<file path="src/rtl/humanlike_rtc.sv">
`default_nettype none
// ============================================================================
//  Module   : humanlike_rtc
//  Purpose  : Millisecond-resolution real-time clock. A prescaler divides the
//             input clock down to 1 kHz and drives a packed
//             hours:minutes:seconds.milliseconds counter, with a one-cycle
//             load interface (validated) and a single-shot alarm compare.
//  Revision : 1.0 - initial release
// ----------------------------------------------------------------------------
//  Parameters
//    CLK_FREQ_HZ  input clock frequency, integer multiple of 1000, >= 2000
//    HOUR_W       width of the hours field
//    HOURS_WRAP   hour modulus, 2 .. 2**HOUR_W
//  Ports (time values are packed {hours[HOUR_W], min[6], sec[6], ms[10]})
//    clock       in   single clock, rising edge
//    reset       in   asynchronous, active-low reset
//    enable      in   1 = run, 0 = hold prescaler and time
//    load        in   one-cycle request to load set_time
//    set_time    in   value to load
//    alarm_en    in   alarm compare enable
//    alarm_time  in   alarm value
//    rtc_time    out  current time (registered)
//    ms_tick     out  one-cycle pulse with every millisecond advance
//    sec_tick    out  one-cycle pulse with every seconds-field advance
//    alarm       out  one-cycle pulse when counting reaches alarm_time
//    load_err    out  one-cycle pulse when a load is rejected
// ============================================================================
module humanlike_rtc #(
    parameter int CLK_FREQ_HZ = 50000000,
    parameter int HOUR_W      = 5,
    parameter int HOURS_WRAP  = 24
) (
    input  logic                 clock,
    input  logic                 reset,
    input  logic                 enable,
    input  logic                 load,
    input  logic [HOUR_W+21:0]   set_time,
    input  logic                 alarm_en,
    input  logic [HOUR_W+21:0]   alarm_time,
    // "time" is a reserved word in SystemVerilog, so the current-time
    // output carries the rtc_ prefix.
    output logic [HOUR_W+21:0]   rtc_time,
    output logic                 ms_tick,
    output logic                 sec_tick,
    output logic                 alarm,
    output logic                 load_err
);

    // ------------------------------------------------------------------
    // Derived constants
    // ------------------------------------------------------------------
    localparam int               C_DIV       = CLK_FREQ_HZ / 1000;
    localparam int               C_PW        = (C_DIV > 1) ? $clog2(C_DIV) : 1;
    localparam logic [C_PW-1:0]  C_PRESC_MAX = C_PW'(C_DIV - 1);
    localparam logic [HOUR_W-1:0] C_HOUR_MAX = HOUR_W'(HOURS_WRAP - 1);
    // One bit wider than the hours field so HOURS_WRAP == 2**HOUR_W fits.
    localparam logic [HOUR_W:0]  C_HOUR_LIM  = (HOUR_W + 1)'(HOURS_WRAP);
    localparam logic [9:0]       C_MS_MAX    = 10'd999;
    localparam logic [5:0]       C_SIXTY_MAX = 6'd59;

    // ------------------------------------------------------------------
    // State
    // ------------------------------------------------------------------
    logic [C_PW-1:0]   r_presc;
    logic [HOUR_W-1:0] r_hour;
    logic [5:0]        r_min;
    logic [5:0]        r_sec;
    logic [9:0]        r_ms;
    logic              r_ms_tick;
    logic              r_sec_tick;
    logic              r_alarm;
    logic              r_load_err;

    // ------------------------------------------------------------------
    // Load request decode and validation
    // ------------------------------------------------------------------
    logic [HOUR_W-1:0] w_set_hour;
    logic [5:0]        w_set_min;
    logic [5:0]        w_set_sec;
    logic [9:0]        w_set_ms;
    logic              w_set_valid;
    logic              w_load_ok;
    logic              w_load_bad;

    assign w_set_hour  = set_time[HOUR_W+21:22];
    assign w_set_min   = set_time[21:16];
    assign w_set_sec   = set_time[15:10];
    assign w_set_ms    = set_time[9:0];

    assign w_set_valid = (w_set_ms  <= C_MS_MAX)    &&
                         (w_set_sec <= C_SIXTY_MAX) &&
                         (w_set_min <= C_SIXTY_MAX) &&
                         ({1'b0, w_set_hour} < C_HOUR_LIM);

    assign w_load_ok   = load &&  w_set_valid;
    assign w_load_bad  = load && !w_set_valid;

    // ------------------------------------------------------------------
    // Counting: the ms advance fires on the prescaler's terminal count.
    // The carry chain below is purely combinational so that a full
    // rollover (max:59:59.999 -> 0:00:00.000) lands on a single edge.
    // ------------------------------------------------------------------
    logic              w_adv;
    logic              w_ms_wrap;
    logic              w_sec_wrap;
    logic              w_min_wrap;
    logic              w_hour_wrap;
    logic [9:0]        w_ms_nx;
    logic [5:0]        w_sec_nx;
    logic [5:0]        w_min_nx;
    logic [HOUR_W-1:0] w_hour_nx;
    logic [HOUR_W+21:0] w_time_nx;

    assign w_adv       = enable && (r_presc == C_PRESC_MAX);
    assign w_ms_wrap   = (r_ms   == C_MS_MAX);
    assign w_sec_wrap  = (r_sec  == C_SIXTY_MAX);
    assign w_min_wrap  = (r_min  == C_SIXTY_MAX);
    assign w_hour_wrap = (r_hour == C_HOUR_MAX);

    always_comb begin
        w_ms_nx   = r_ms;
        w_sec_nx  = r_sec;
        w_min_nx  = r_min;
        w_hour_nx = r_hour;

        if (w_ms_wrap) begin
            w_ms_nx = '0;
            if (w_sec_wrap) begin
                w_sec_nx = '0;
                if (w_min_wrap) begin
                    w_min_nx  = '0;
                    w_hour_nx = w_hour_wrap ? '0 : r_hour + 1'b1;
                end else begin
                    w_min_nx = r_min + 1'b1;
                end
            end else begin
                w_sec_nx = r_sec + 1'b1;
            end
        end else begin
            w_ms_nx = r_ms + 1'b1;
        end
    end

    assign w_time_nx = {w_hour_nx, w_min_nx, w_sec_nx, w_ms_nx};

    // ------------------------------------------------------------------
    // Sequential update. Pulses default low every cycle; a valid load
    // overrides (and discards) any coincident advance and never produces
    // a tick or alarm, so an alarm can only come from counting.
    // ------------------------------------------------------------------
    always_ff @(posedge clock or negedge reset) begin
        if (!reset) begin
            r_presc    <= '0;
            r_hour     <= '0;
            r_min      <= '0;
            r_sec      <= '0;
            r_ms       <= '0;
            r_ms_tick  <= 1'b0;
            r_sec_tick <= 1'b0;
            r_alarm    <= 1'b0;
            r_load_err <= 1'b0;
        end else begin
            r_ms_tick  <= 1'b0;
            r_sec_tick <= 1'b0;
            r_alarm    <= 1'b0;
            r_load_err <= w_load_bad;

            if (w_load_ok) begin
                r_presc <= '0;
                r_hour  <= w_set_hour;
                r_min   <= w_set_min;
                r_sec   <= w_set_sec;
                r_ms    <= w_set_ms;
            end else if (enable) begin
                if (w_adv) begin
                    r_presc    <= '0;
                    r_hour     <= w_hour_nx;
                    r_min      <= w_min_nx;
                    r_sec      <= w_sec_nx;
                    r_ms       <= w_ms_nx;
                    r_ms_tick  <= 1'b1;
                    // Seconds field changes exactly when ms rolls over.
                    r_sec_tick <= w_ms_wrap;
                    r_alarm    <= alarm_en && (w_time_nx == alarm_time);
                end else begin
                    r_presc <= r_presc + 1'b1;
                end
            end
        end
    end

    // ------------------------------------------------------------------
    // Outputs come straight from registers.
    // ------------------------------------------------------------------
    assign rtc_time = {r_hour, r_min, r_sec, r_ms};
    assign ms_tick  = r_ms_tick;
    assign sec_tick = r_sec_tick;
    assign alarm    = r_alarm;
    assign load_err = r_load_err;

endmodule
`default_nettype wire

</file>
<file path="config.mk">
export PLATFORM = sky130hd
export DESIGN_NAME = humanlike_rtc
export DESIGN_NICKNAME = d
export VERILOG_FILES = /design/src/rtl/humanlike_rtc.sv
export SDC_FILE = /design/constraint.sdc
export NUM_CORES = 1
export LEC_CHECK = 0
export ABC_AREA = 1
export BUFFER_PORTS_ARGS = -buffer_cell sky130_fd_sc_hd__buf_4
export CELL_PAD_IN_SITES_DETAIL_PLACEMENT = 1
export CELL_PAD_IN_SITES_GLOBAL_PLACEMENT = 2
export CORE_AREA = 2 2 116 118
export DETAILED_ROUTE_END_ITERATION = 12
export DIE_AREA = 0 0 118 120
export GPL_TIMING_DRIVEN = 0
export PLACE_DENSITY = 0.79
export SYNTH_ARGS = -nofsm -noshare
export SYNTH_HDL_FRONTEND = slang
export SYNTH_SLANG_ARGS = --single-unit
</file>
<file path="constraint.sdc">
create_clock -name clock -period 5.1 [get_ports clock]
set_input_delay 0.51 -clock clock [delete_from_list [all_inputs] [get_ports clock]]
set_output_delay 0.51 -clock clock [all_outputs]
set_load 0.02 [all_outputs]
</file>
# ---- After elaboration in Yosys (flattened, before gate mapping)
# Cells that the tools add are included.
dict set report word_totals {
  regBits 47
  in_bits 59
  output_inout_bits 31
  elab_cells 69
}
dict set report op_classes {
  n_addsub 5
  n_lt_le_gt_ge 4
  eq_ne 6
  muxes 34
  reduce_logical 11
}
# operator n
set op_table {}
lappend op_table {{$mux 6} 11}
lappend op_table {{$mux 16} 3}
lappend op_table {{$mux 10} 4}
lappend op_table {{$mux 5} 7}
lappend op_table {{$eq 27x27->1} 1}
lappend op_table {{$add 16x1->16 const B} 1}
lappend op_table {{$eq 16x16->1 const B} 1}
lappend op_table {{$add 6x1->6 const B} 2}
lappend op_table {{$eq 6x6->1 const B} 2}
lappend op_table {{$le 6x6->1 const B} 2}
lappend op_table {{$add 10x1->10 const B} 1}
lappend op_table {{$eq 10x10->1 const B} 1}
lappend op_table {{$le 10x10->1 const B} 1}
lappend op_table {{$mux 1} 9}
lappend op_table {{$logic_and 1x1->1} 7}
lappend op_table {{$add 5x1->5 const B} 1}
lappend op_table {{$eq 5x5->1 const B} 1}
lappend op_table {{$lt 5x5->1 const B} 1}
lappend op_table {{$reduce_bool 2->1} 2}
lappend op_table {{$reduce_and 2->1} 1}
lappend op_table {{$logic_not 1->1} 1}

# ---- Depth between registers and ports, before layout
dict set report logic_depth {
  word_depth 10
  depth_mapped 15
  ltp_nobuf 15
}

# ---- Worst setup path before layout
# No wires, ideal clock.
dict set report synth_path {
  path_kind {reg-to-reg}
  startpoint {reg r_sec[0]}
  endpoint {reg r_alarm (netlist: alarm)}
  setup_ns 0.071
  t_arrival_ns 1.918
  t_required_ns 5.029
  path_slack_ns 3.111
  path_stages_with_launch 14
  n_path_buf 0
  period_less_slack_ns 1.989
  path_cell_list {dfrtp_1 ha_1 inv_1 nor2_1 nand3_2 nor2_4 nand2_2 o21ai_2 nand2_1 nand2_1 o21ai_1 nor2_1 nand3_1 nor2_1}
}
dict set report synth_via {
  elab_chain_cells 8
  word_cells_on_any_way 13
}
# item line
set synth_lines {}
lappend synth_lines {{start, declared} 67} ;# logic [5:0] r_sec;
lappend synth_lines {{start signal, assigned} 172} ;# r_sec <= w_set_sec;
lappend synth_lines {{start signal, assigned} 179} ;# r_sec <= w_sec_nx;
lappend synth_lines {{$add 6x1->6 / $eq 6x6->1 (equally long branches)} {137, 116}}
lappend synth_lines {{$mux 6 / $mux 5 (equally long branches)} 128} ;# if (w_sec_wrap) begin
lappend synth_lines {{$mux 6 / $mux 5 (equally long branches)} 126} ;# if (w_ms_wrap) begin
lappend synth_lines {{$eq 27x27->1 (*)} 184} ;# r_alarm <= alarm_en && (w_time_nx == alarm_time);
lappend synth_lines {{$logic_and 1x1->1 (*)} 184}
lappend synth_lines {{$mux 1 (*)} 175} ;# if (w_adv) begin
lappend synth_lines {{$mux 1 (*)} 174} ;# end else if (enable) begin
lappend synth_lines {{$mux 1 (*)} 168} ;# if (w_load_ok) begin
lappend synth_lines {{end signal, assigned} 184}
lappend synth_lines {{end, declared} 71} ;# logic r_alarm;
# Mark *: on every way between the ends. The rest lies on a longest branch, timed or not.
# A chain may end at the register's enable or synchronous reset.

# ---- Worst setup path in the final report
dict set report layout_path {
  startpoint {in set_time[13]}
  endpoint {reg r_min[2]}
}
dict set report layout_via {
  elab_chain_cells 7
  word_cells_on_any_way 9
}
# item line
set layout_lines {}
lappend layout_lines {{start, declared} 37} ;# input logic [HOUR_W+21:0] set_time,
lappend layout_lines {{$le 6x6->1 (*)} 91} ;# (w_set_sec <= C_SIXTY_MAX) &&
lappend layout_lines {{$logic_and 1x1->1 (*)} 90} ;# assign w_set_valid = (w_set_ms <= C_MS_MAX) &&
lappend layout_lines {{$logic_and 1x1->1 (*)} 91}
lappend layout_lines {{$logic_and 1x1->1 (*)} 92} ;# (w_set_min <= C_SIXTY_MAX) &&
lappend layout_lines {{$logic_and 1x1->1 (*)} 95} ;# assign w_load_ok = load && w_set_valid;
lappend layout_lines {{$reduce_bool 2->1 (no line)} --}
lappend layout_lines {{$reduce_and 2->1 (no line)} --}
lappend layout_lines {{end signal, assigned} 171} ;# r_min <= w_set_min;
lappend layout_lines {{end signal, assigned} 178} ;# r_min <= w_min_nx;
lappend layout_lines {{end, declared} 66} ;# logic [5:0] r_min;
# Marked as above.

==> results.md <==
- Outcome: completed
- Source-to-sink clock delay at the later pin of the worst-skew pair: 0.30 ns
- Ports placed on the boundary: 90
- Final instance area: between 4000 and 5000 µm²
- Busiest layer in global routing: met2
- Sequential share of power: 37.7%
- Critical Path AT: 2.58 ns
- Crit path max-delay cell type: sky130_fd_sc_hd__buf_1
- Via count: 4,151
- Type of the most critical hold path: input port to asynchronous set/reset pin
- Final critical path time including I/O delays and setup: 2.44 ns
- Sw Share: 37.2%
- Cells resized by post-CTS repair: 0
- Yosys warns: 0
- Vias in the first global route: between 4,000 and 5,000
- Post-route antenna net violation count: 0
- Setup slack of the critical path after layout: 2.66 ns
- Initial antenna violation count: 0
- GRT Util Overall: around a fifth
- Start-to-end type of the worst setup path: input port to flop
- Worst r2r path cells: 13
- Final nets: 727
- Ant. Diodes: 0
- Number of different library cells in the post-synthesis netlist: 37
- Number of pins with negative max-slew slack in the final report: 0
- Number of DRC violations after detailed routing: 0
- Y dimension of the die: 120 µm
- Setup crit start kind: input port
- Final Instance Count excl. Fillers: 840
- Max cap viols: 0
- Via-to-Cell Ratio: 4.94
- Sequential share of the synthesized area: 32.1%
- Slew of the pin with the lowest slew margin: 0.794 ns
- Top cell family by delay on the critical path: buffers and inverters
- CTS buffer count: 5
- Switching component of the power: 462 µW
- Number of placement rows: 42
- Detailed Place HPWL: 11,300 µm
- Post-Place Cells: between 800 and 900
- GRT met3 Usage: 3.66%
- Int Pwr: 780 µW
- Leftover overflow at the end of global routing: 0
- Lkg Pwr: ~2.4 nW
- Area of the placeable core: ~13,000 µm²
- Worst slew margin: 47.0%
- Logic pwr share: 33.1%
- Buffers from clock root to sink, at most: 2
- Maximum fanout count along the critical path: 10
- Final worst path period share: 47.9%
- Part of the total power dissipated in the clock network: between 20% and 30%
- Post-CTS setup buffer count: 0
- Total placed instance area: approximately 4600 µm²
- Final Wtd Congestion: approximately 0.9
- Pin count of the biggest net entering global routing: 48
- GRT met2 Usage: 35.1%
- TritonCTS clock tree: yes
- Die X-Extent: 118 µm
- Post-synthesis instance total: 567
- Setup Viol. Count Final: 0
- Final Hold Violating Endpoints: 0
- 1st-pass router iterations: 4
- Max IR drop VDD: around 0.00015 V
- Delay of the slowest cell on the worst path: about 0.65 ns
- Master cell of the clock root buffer: sky130_fd_sc_hd__clkbuf_16
- Fill count: 1,712
- TritonCTS Sinks: 47
- WL/cell: between 15 and 20 µm
- Quantity of I/O buffers inserted on ports: 89
- Total power density per cell area: around 260 nW/µm²
- Final hold slack: between 0.2 and 0.3 ns
- R2R Path Start: r_sec[0]$_DFFE_PN0P_
- Netlist area before placement: 3670 µm²
- Number of DRC violations after detailed-routing iteration 0: 204
- WL final: approximately 14,000 µm
- First-pass GRT wire length: roughly 23,000 µm
- Total number of cells along the worst setup path: 9
- Clock Pin Slew Worst Setup and Hold Paths: 0.07 ns
- Worst Skew: slightly above 0.008 ns
- CTS hold repair buffers: 0
- Flop2flop setup slack: 2.67 ns
- Layout-stage area growth over the synthesis result: 28.5%
- Syn nets: 631
- Met1 Usage GRT: 26.0%
- Worst path cell trace: buf_4 -> nand2_1 -> nor2_1 -> nor2_1 -> nand4_1 -> nand2_1 -> buf_2 -> buf_1 -> o221ai_1
- Required time worst endpoint: roughly 5.2 ns
- Fraction of layout cells with a size suffix above 1: 19.3%
- Capturing point of the worst reg2reg path: alarm$_DFF_PN0_
- Synthesized flop and latch total: 47
- Type of destination of the critical path: flop
- Unrepaired setup endpoints after global routing: no
- Die footprint: 14,200 µm²
- Fmax: 409 MHz
- Crit path buffers/inverters: 3
- Post-placement worst setup slack: 2.33 ns
- Accumulated negative setup slack: 0 ns
- Mean Syn Cell Area: 6.47 µm²
- Initial core utilization: 28.3%
- Htree depth: 2
[registers in the layout (all words and copies together), names as in the netlist, 5 cells and up]
| name | cells |
|---|---|
| r_presc | 16 |
| r_min | 6 |
| r_hour | 5 |
| r_sec | 6 |
| r_ms | 10 |
[power groups by stage]
stage                     Sequential (mW)  Combinational, mW  Clock (mW)
after floorplan                     0.499              0.206           0
after global placement              0.474              0.405           0
after detailed placement            0.475              0.414           0
after CTS                           0.468              0.416       0.378
after global routing                0.475              0.460       0.396
final                               0.468              0.411       0.362
[worst max-delay path by stage]
| stage | from | end | slack, ns |
|---|---|---|---|
| finish | set_time[13] | r_min[2]$_DFFE_PN0P_ | 2.66 |
| global route | r_sec[0]$_DFFE_PN0P_ | alarm$_DFF_PN0_ | 2.38 |
| CTS | set_time[13] | r_min[2]$_DFFE_PN0P_ | 2.65 |
| detailed placement | set_time[13] | r_min[2]$_DFFE_PN0P_ | 2.33 |
| global placement | set_time[3] | r_min[2]$_DFFE_PN0P_ | 2.38 |
| floorplan | r_sec[0]$_DFFE_PN0P_ | alarm$_DFF_PN0_ | 3.11 |
[synth_stat cells (all sizes together)]
library cell / instances / area (µm²)
nand3b: 6 / 56.3
nand3: 67 / 358
o21ai: 19 / 98.8
o221ai: 17 / 149
inv: 81 / 304
a31oi: 1 / 6.26
a21oi: 13 / 65.1
clkbuf: 4 / 15.0
or2: 2 / 12.5
xor2: 5 / 43.8
clkinv: 2 / 7.51
ha: 5 / 62.6
dfrtp: 47 / 1180
xnor2: 1 / 8.76
nor3: 4 / 20.0
nand2: 188 / 713
nor4: 2 / 12.5
nor3b: 1 / 7.51
a22o: 1 / 8.76
nor2: 64 / 293
o211ai: 10 / 80.1
o21a: 1 / 7.51
nand4: 19 / 119
a21boi: 1 / 7.51
buf: 6 / 35.0
[stage by stage]
| step | utilization (%) | total power [mW] |
|---|---|---|
| 2_1_floorplan | - | 0.705 |
| 3_3_place_gp | 35.1 | 0.879 |
| 3_5_place_dp | 35.1 | 0.890 |
| 4_1_cts | 36.3 | 1.26 |
| 5_1_grt | 36.3 | 1.33 |
| 6_report | 36.3 | 1.24 |
[per-layer routing]
metal / share of wire, % / up-vias / wire length, µm
li1: - / 2055 / -
met1: 47 / 2004 / 6530
met2: 48 / 74 / 6790
met3: 3.5 / 18 / 490
met4: 1.6 / 0 / 227
met5: 0 / - / 0
[final cells by class]
| class | count | area (µm²) | share of cell area (%) |
|---|---|---|---|
| plain buffers | 10 | 50.0 | 1.06 |
| clock buffers | 8 | 156 | 3.32 |
| inverters | 83 | 312 | 6.61 |
| multi-input cells | 427 | 2130 | 45.2 |
| flip-flops and latches | 47 | 1180 | 25.0 |
| well taps | 176 | 220 | 4.67 |
| repair buffers | 89 | 668 | 14.2 |
[cell usage in the layout, fill, tap and decap left out, types with 6 or more instances in the layout]
master                     count
sky130_fd_sc_hd__a21oi_1      13
sky130_fd_sc_hd__buf_4        89
sky130_fd_sc_hd__dfrtp_1      47
sky130_fd_sc_hd__inv_1        76
sky130_fd_sc_hd__nand2_1     185
sky130_fd_sc_hd__nand3_1      64
sky130_fd_sc_hd__nand4_1      19
sky130_fd_sc_hd__nor2_1       55
sky130_fd_sc_hd__nor2_4        6
sky130_fd_sc_hd__o211ai_1      9
sky130_fd_sc_hd__o21ai_0      15
sky130_fd_sc_hd__o221ai_1     17
[logic make-up (layout without fill, tap and decap cells)]
group                      Yosys count  in the layout  synth area share, %
AOI/OAI and AO/OA                   63             63                 11.5
xor gates and xnor gates             6              6                 1.43
adders and majority gates            5              5                 1.71
buffers and inverters               93            190                 9.86
DFF                                 47             47                 32.1
and+or+nand+nor                    353            353                 43.4
Power figures use the tool's default switching activity.
